===== config.mk =====
export PLATFORM = sky130hd
export DESIGN_NAME = uart_rx
export DESIGN_NICKNAME = d
export VERILOG_FILES = /design/src/rtl/uart_pkg.sv /design/src/rtl/uart_sync2.sv /design/src/rtl/uart_rx.sv
export SDC_FILE = /design/constraint.sdc
export NUM_CORES = 1
export LEC_CHECK = 0
export CAP_MARGIN = 25
export CORE_ASPECT_RATIO = 0.7
export CORE_MARGIN = 5
export CORE_UTILIZATION = 50
export DETAILED_ROUTE_END_ITERATION = 6
export PLACE_DENSITY = 0.73
export SLEW_MARGIN = 40
export SYNTH_ARGS = -nofsm -noshare
export SYNTH_HDL_FRONTEND = slang
export SYNTH_HIERARCHICAL = 1
export SYNTH_SLANG_ARGS = --single-unit

===== constraint.sdc =====
create_clock -name clk -period 3 [get_ports clk]
set_clock_uncertainty 0.05 [all_clocks]
set_input_delay 0.45 -clock clk [delete_from_list [all_inputs] [get_ports clk]]
set_output_delay 0.45 -clock clk [all_outputs]
set_load 0.01 [all_outputs]

===== src/rtl/uart_pkg.sv =====
// uart_pkg: receiver FSM states and the minimum bit divisor.
// The PARITY state exists only when UART_RX_PARITY_EN is defined.
package uart_pkg;

  localparam logic [15:0] MIN_DIV = 16'd4;

  typedef enum logic [2:0] {
    IDLE,
    START,
    DATA,
`ifdef UART_RX_PARITY_EN
    PARITY,
`endif
    STOP
  } state_t;

endpackage


===== src/rtl/uart_sync2.sv =====
// uart_sync2: two-flop synchronizer for the serial line.
// Both flops reset to 1 so an idle-high line never looks like a start edge.
module uart_sync2 (
  input  logic clk,
  input  logic rst,
  input  logic d,
  output logic q
);

  logic meta;

  always_ff @(posedge clk) begin
    if (rst) begin
      meta <= 1'b1;
      q    <= 1'b1;
    end else begin
      meta <= d;
      q    <= meta;
    end
  end

endmodule


===== src/rtl/uart_rx.sv =====
// uart_rx: UART receiver, 8N1 by default, one-cycle valid/error strobes.
// Define UART_RX_PARITY_EN for an even-parity bit and the parity_err output.
module uart_rx #(
  parameter int CLK_FREQ   = 50000000,
  parameter int DATA_WIDTH = 8
) (
  input  logic                  clk,
  input  logic                  rst,
  input  logic                  rx,
  input  logic [15:0]           baud_div,
  output logic [DATA_WIDTH-1:0] data_out,
  output logic                  data_valid,
  output logic                  frame_err,
`ifdef UART_RX_PARITY_EN
  output logic                  parity_err,
`endif
  output logic                  busy
);

  import uart_pkg::*;

  if (CLK_FREQ <= 0 || DATA_WIDTH < 1 || DATA_WIDTH > 8) begin : g_bad_cfg
    $error("uart_rx: unsupported CLK_FREQ or DATA_WIDTH");
  end

  localparam logic [2:0] LAST_BIT = 3'(DATA_WIDTH - 1);

  state_t                state, state_d;
  logic                  rx_s, rx_prev;
  logic                  fall, tick, half_tick, par_ok;
  logic [15:0]           div, cnt;
  logic [2:0]            bit_cnt;
  logic [DATA_WIDTH-1:0] shreg;

  uart_sync2 u_sync (
    .clk (clk),
    .rst (rst),
    .d   (rx),
    .q   (rx_s)
  );

  assign fall      = rx_prev & ~rx_s;
  assign tick      = cnt == div - 16'd1;
  assign half_tick = cnt == (div >> 1) - 16'd1;
  assign busy      = state != IDLE;

`ifdef UART_RX_PARITY_EN
  logic par_bit;
  assign par_ok = ~(^shreg ^ par_bit);
`else
  assign par_ok = 1'b1;
`endif

  always_comb begin
    state_d = state;
    unique case (state)
      IDLE:  if (fall) state_d = START;
      START: if (half_tick) state_d = rx_s ? IDLE : DATA;
      DATA: begin
        if (tick && bit_cnt == LAST_BIT) begin
`ifdef UART_RX_PARITY_EN
          state_d = PARITY;
`else
          state_d = STOP;
`endif
        end
      end
`ifdef UART_RX_PARITY_EN
      PARITY: if (tick) state_d = STOP;
`endif
      STOP:    if (tick) state_d = IDLE;
      default: state_d = IDLE;
    endcase
  end

  always_ff @(posedge clk) begin
    if (rst) begin
      state      <= IDLE;
      rx_prev    <= 1'b1;
      div        <= MIN_DIV;
      cnt        <= '0;
      bit_cnt    <= '0;
      shreg      <= '0;
      data_out   <= '0;
      data_valid <= 1'b0;
      frame_err  <= 1'b0;
`ifdef UART_RX_PARITY_EN
      par_bit    <= 1'b0;
      parity_err <= 1'b0;
`endif
    end else begin
      state      <= state_d;
      rx_prev    <= rx_s;
      data_valid <= 1'b0;
      frame_err  <= 1'b0;
`ifdef UART_RX_PARITY_EN
      parity_err <= 1'b0;
`endif
      // restart the bit timer on every state change and every data bit
      if (state_d != state || (state == DATA && tick))
        cnt <= '0;
      else if (state != IDLE)
        cnt <= cnt + 16'd1;

      if (state == IDLE && fall) begin
        div     <= (baud_div < MIN_DIV) ? MIN_DIV : baud_div;
        bit_cnt <= '0;
      end

      if (state == DATA && tick) begin
        shreg   <= DATA_WIDTH'({rx_s, shreg} >> 1);
        bit_cnt <= bit_cnt + 3'd1;
      end

`ifdef UART_RX_PARITY_EN
      if (state == PARITY && tick)
        par_bit <= rx_s;
`endif

      if (state == STOP && tick) begin
        if (rx_s && par_ok) begin
          data_out   <= shreg;
          data_valid <= 1'b1;
        end
        frame_err  <= ~rx_s;
`ifdef UART_RX_PARITY_EN
        parity_err <= ~par_ok;
`endif
      end
    end
  end

endmodule


Yosys cells after proc, flatten, opt, wreduce, memory -nomap -nowiden
Cells that the tools add are included.
{"block": "totals", "ff_bits": 59, "output_inout_bits": 11, "input_bits": 19}
{"block": "classes", "muxes": 10, "reduce_logical": 11, "add_sub_neg": 4, "n_bitwise": 3, "eq_ne": 7, "magnitude_cmp": 1}
{"operator": "equality test 16 bit", "n": 2}
{"operator": "2-to-1 mux 3 bit", "n": 6}
{"operator": "adder 16 x 1 -> 16 bit, second input constant", "n": 1}
{"operator": "< comparator 16 x 3 -> 1 bit, second input constant", "n": 1}
{"operator": "2-to-1 mux 16 bit", "n": 1}
{"operator": "subtractor 15 x 1 -> 16 bit, second input constant", "n": 1}
{"operator": "subtractor 16 x 1 -> 16 bit, second input constant", "n": 1}
{"operator": "one-hot mux 3 bit (4 select lines)", "n": 1}
{"operator": "equality test 3 x 2 -> 1 bit, second input constant", "n": 2}
{"operator": "logical AND 1 bit", "n": 4}
{"operator": "OR reduction 2 bit", "n": 2}
{"operator": "adder 3 x 1 -> 3 bit, second input constant", "n": 1}
{"operator": "equality test 3 x 1 -> 1 bit, second input constant", "n": 1}
{"operator": "equality test 3 bit, second input constant", "n": 1}
{"operator": "logical NOT 3 bit", "n": 1}
{"operator": "!= test 3 bit", "n": 1}
{"operator": "nonzero test 3 bit", "n": 1}
{"operator": "2-to-1 mux 2 bit", "n": 1}
{"operator": "NOT 1 bit", "n": 2}
{"operator": "AND reduction 2 bit", "n": 1}
{"operator": "nonzero test 2 bit", "n": 1}
{"operator": "AND 1 bit", "n": 1}
{"operator": "logical OR 1 bit", "n": 1}
{"operator": "2-to-1 mux 1 bit", "n": 1}

Longest topological paths before layout
{"block": "logic_depth", "ltp_word": 8, "ltp_mapped": 11, "ltp_nobuf": 10}

By module
The synthesis kept the hierarchy.
{"module": "uart_rx", "area_each_um2": 3442.1, "n_inst": 1, "cells_each": 414}
{"module": "uart_sync2", "area_each_um2": 52.6, "n_inst": 1, "cells_each": 4}

Worst setup path after synthesis
No wires, ideal clock.
{"block": "synth_timing", "path_kind": "register -> register", "from": "register div[1]", "to": "register cnt[10]", "path_stages_with_launch": 12, "slack_ps": 82, "path_buffers": 1, "synth_period_minus_slack_ps": 2918, "t_arrival_ps": 2746, "cell_sequence": "dfxtp_1 inv_1 ha_1 or3b_1 o21ai_0 or4b_1 a32oi_1 o2111ai_1 or4_4 nand2_4 buf_12 nor3_2"}
{"block": "synth_between", "elab_chain_len": 8}
{"element": "start: declaration", "line_no": "uart_rx.sv:31", "text": "logic [15:0] div, cnt;"}
{"element": "start signal: assignment", "line_no": "uart_rx.sv:106", "text": "div <= (baud_div < MIN_DIV) ? MIN_DIV : baud_div;"}
{"element": "subtractor 16 x 1 -> 16 bit", "line_no": "uart_rx.sv:43", "text": "assign tick = cnt == div - 16'd1;"}
{"element": "equality test 16 bit", "line_no": "uart_rx.sv:43"}
{"element": "logical AND 1 bit", "line_no": "uart_rx.sv:60", "text": "if (tick && bit_cnt == LAST_BIT) begin"}
{"element": "2-to-1 mux 3 bit", "line_no": "uart_rx.sv:60"}
{"element": "one-hot mux 3 bit (4 select lines)", "line_no": "uart_rx.sv:56", "text": "unique case (state)"}
{"element": "!= test 3 bit", "line_no": "uart_rx.sv:100", "text": "if (state_d != state || (state == DATA && tick))"}
{"element": "logical OR 1 bit (*)", "line_no": "uart_rx.sv:100"}
{"element": "OR reduction 2 bit (no source line) (*)"}
{"element": "end signal: assignment", "line_no": "uart_rx.sv:103", "text": "cnt <= cnt + 16'd1;"}
{"element": "end: declaration", "line_no": "uart_rx.sv:31"}
Mark *: on every way between the ends. The rest lies on a longest branch, timed or not.
A chain may end at the register's enable or synchronous reset.

Final worst setup path
{"block": "layout_timing", "from": "register div[2]", "to": "register cnt[0]"}
The elaborated chain is that of the path after synthesis.

==> results.json <==
{
  "fp-row-count": 25,
  "fp.dieH_um": 79.9,
  "final_cells": 557,
  "crit_family": "simple AND/OR/NAND/NOR gates",
  "antenna_found_initial": 0,
  "slew_headroom": 0.513,
  "final_nets": 482,
  "ys.flop_type": "dfxtp_1",
  "grt_setup_unrepaired": "yes",
  "cts_tree": "yes",
  "setup_ws_ns": -0.00809,
  "placed_cell_area_um2": 3980,
  "tns_ns": -0.0427,
  "grt-ovfl-total": 0,
  "start_util": 0.515,
  "dp.cells": 539,
  "area_growth_pct": 25.7,
  "violations": "negative setup slack",
  "final_area_um2": 4390,
  "cp_max_fo": 8,
  "clk_latency_ns": 0.36,
  "pre_cts_slack_ns": -0.0878,
  "met2_usage": 0.326,
  "htreeDepth": 3,
  "via_per_inst": 5.83,
  "postRouteAntennaNets": 0,
  "pwr_density_cell_nw_per_um2": 426,
  "wl_per_cell_um": 17.4,
  "fin_util": 0.647,
  "ys_ff_latch": 59,
  "synthArstFlopShare": 0,
  "initialDrtViolationCount": 263,
  "yosysMostFrequentCell": "dfxtp_1",
  "hold_class": "reg -> reg",
  "grt_first_pass_wirelength_um": 15600,
  "ir_drop_mv": 0.361,
  "syn_avg_cell_area_um2": 8.36,
  "period_share": 1.00,
  "dieArea_um2": 8790,
  "criticalPathCategory": "reg -> reg",
  "crit_chain": "or4_4, o21a_1, or4_4, a32oi_2, o2111ai_2, or4_4, nand2_8, nor3_2",
  "via_count": 3248,
  "finalHoldViolations": 0,
  "yosysTopAreaCellShare": 0.338,
  "netlist_area_um2": 3490,
  "slowest_delay_ns": 0.63,
  "tightest_slew_ns": 0.726,
  "antennaDiodeCount": 0,
  "cts.root.buffer_cell": "clkbuf_8",
  "cap_violations": 0,
  "run_status": "complete, but fails checks",
  "slew_viol_final": 0,
  "post-dp-hpwl_um": 6970,
  "yosys.area.top_type": "dfxtp_1",
  "path_common_cell": "or4_4",
  "grt_pass1_vias": 3057,
  "setup.worst_path.start_class": "flip-flop",
  "critPathCaptureType": "flip-flop",
  "power.static_leakage_nw": 1.68,
  "synth_cell_types": 58,
  "die_x_um": 110,
  "cts_hold_buf": 0,
  "use_met3": 0.0631,
  "routabilityCongestion": 0.957,
  "yosys_warnings": 6,
  "use_met1": 0.341,
  "drt_pre_antenna_iters": 7,
  "worst_ep_arrival_time_ns": 3.20,
  "synth.top_cells.by_area": "dfxtp_1 34%, xnor2_1 6.0%, xor2_1 6.0%",
  "drc": 0,
  "cts_made_buffers": 9,
  "io_buffers": 29,
  "cts_buffer_depth": 2,
  "path_buf_inv": 0,
  "grt_start_max_net_pins": 42,
  "synthTopCellsByCount": "59 x dfxtp_1, 42 x nand2_1, 34 x nor2_1",
  "synth_cells": 418,
  "max_freq_ghz": 0.332,
  "clock-sinks": 59,
  "required_ns": 3.19,
  "path_clk_slew_ns": 0.07,
  "syn-num-nets": 442,
  "grt_busiest_layer": "met1",
  "period_needed_ns": 3.01,
  "pin_count": 30,
  "routed_wl_um": 9700,
  "setup_viol_count_final": 9,
  "synth_edf_count": 0,
  "globalRouteTotalUtil": 0.233,
  "slowest_stage": "or4_4",
  "drive_gt1_frac": 0.188,
  "ys_seq_area_frac": 0.338,
  "core_area_um2": 6790
}
registers in the layout, summed over array words and instances, names as in the netlist:
name,count
u_sync/q,1
rx_prev,1
data_valid,1
u_sync/meta,1
frame_err,1
div,16
data_out,8
state,3
shreg,8
cnt,16
bit_cnt,3
cell families (layout without fill, tap and decap cells):
| group | Yosys count | count (layout) | share of synthesized area |
|---|---|---|---|
| AO/OA/AOI/OAI | 61 | 61 | 0.112 |
| XOR/XNOR | 50 | 50 | 0.133 |
| adder cells (fa/ha/maj) | 5 | 5 | 0.0179 |
| buffers and inverters | 35 | 79 | 0.0451 |
| flip-flops | 59 | 59 | 0.338 |
| multiplexers | 15 | 15 | 0.0430 |
| other | 1 | 1 | 0.00107 |
| AND/OR/NAND/NOR | 192 | 193 | 0.309 |
final cells by class:
class,count,area [µm²]
clock buffers,9,124
clock inverters,7,116
fillers,573,2390
inverters,8,30.0
multi-input cells,325,2320
flip-flops and latches,59,1180
well taps,94,118
repair buffers,55,498
layer usage:
layer / part of all wire / vias up
met5: 0 / -
met2: 0.43 / 121
li1: - / 1579
met4: 0.018 / 0
met1: 0.48 / 1532
met3: 0.071 / 16
cell usage in the layout (no fill, tap or decap), types with 4 or more instances in the layout:
| master | Yosys | final |
|---|---|---|
| dfxtp_1 | 59 | 56 |
| nand2_1 | 42 | 42 |
| nor2_1 | 34 | 34 |
| clkdlybuf4s50_1 | 0 | 29 |
| nand3_1 | 25 | 25 |
| buf_4 | 1 | 25 |
| xnor2_1 | 24 | 24 |
| xor2_1 | 24 | 24 |
| a21oi_1 | 23 | 23 |
| mux2i_1 | 15 | 15 |
| nand4_1 | 11 | 11 |
| nor3_2 | 10 | 11 |
| nor3_1 | 16 | 10 |
| nor4_1 | 9 | 9 |
| clkbuf_8 | 0 | 9 |
| and3_1 | 8 | 8 |
| a31oi_1 | 7 | 7 |
| inv_1 | 7 | 5 |
| nor3_4 | 0 | 5 |
| o21ai_0 | 5 | 4 |
| nand2b_1 | 4 | 4 |
| nor4b_1 | 4 | 4 |
| a211oi_1 | 5 | 4 |
| ha_1 | 5 | 4 |
power by group:
| part | leakage, nW | total [mW] | internal, mW | switching, mW |
|---|---|---|---|---|
| clock | 0.119 | 0.885 | 0.549 | 0.336 |
| combinational | 1.09 | 0.180 | 0.0821 | 0.0978 |
| sequential | 0.477 | 0.807 | 0.791 | 0.0159 |
| total | 1.68 | 1.87 | 1.42 | 0.449 |
per-stage QoR:
stage                     total power [mW]  hold WS (ns)
after global placement               0.982         0.347
final                                 1.87         0.383
after CTS                             1.87         0.379
after global routing                  1.94         0.397
after detailed placement             0.983         0.358
after floorplan                      0.918         0.335
what timing repair did:
item                       CTS  global route
gates resized for setup      3            29
setup endpoints to repair   16            25
gates cloned                 0             1
pin swaps                    0            13
buffers inserted             0             1
final timing paths:
kind	endpoint	slack, ns	start	cells after the start
setup / recovery	cnt[0]	-0.008	div[2]	8
hold reg to reg	u_sync/q	0.38	u_sync/meta	1
hold / removal	u_sync/q	0.38	u_sync/meta	1
setup reg to reg	cnt[0]	-0.008	div[2]	8
Note: power is estimated with default switching activity, not from simulation.
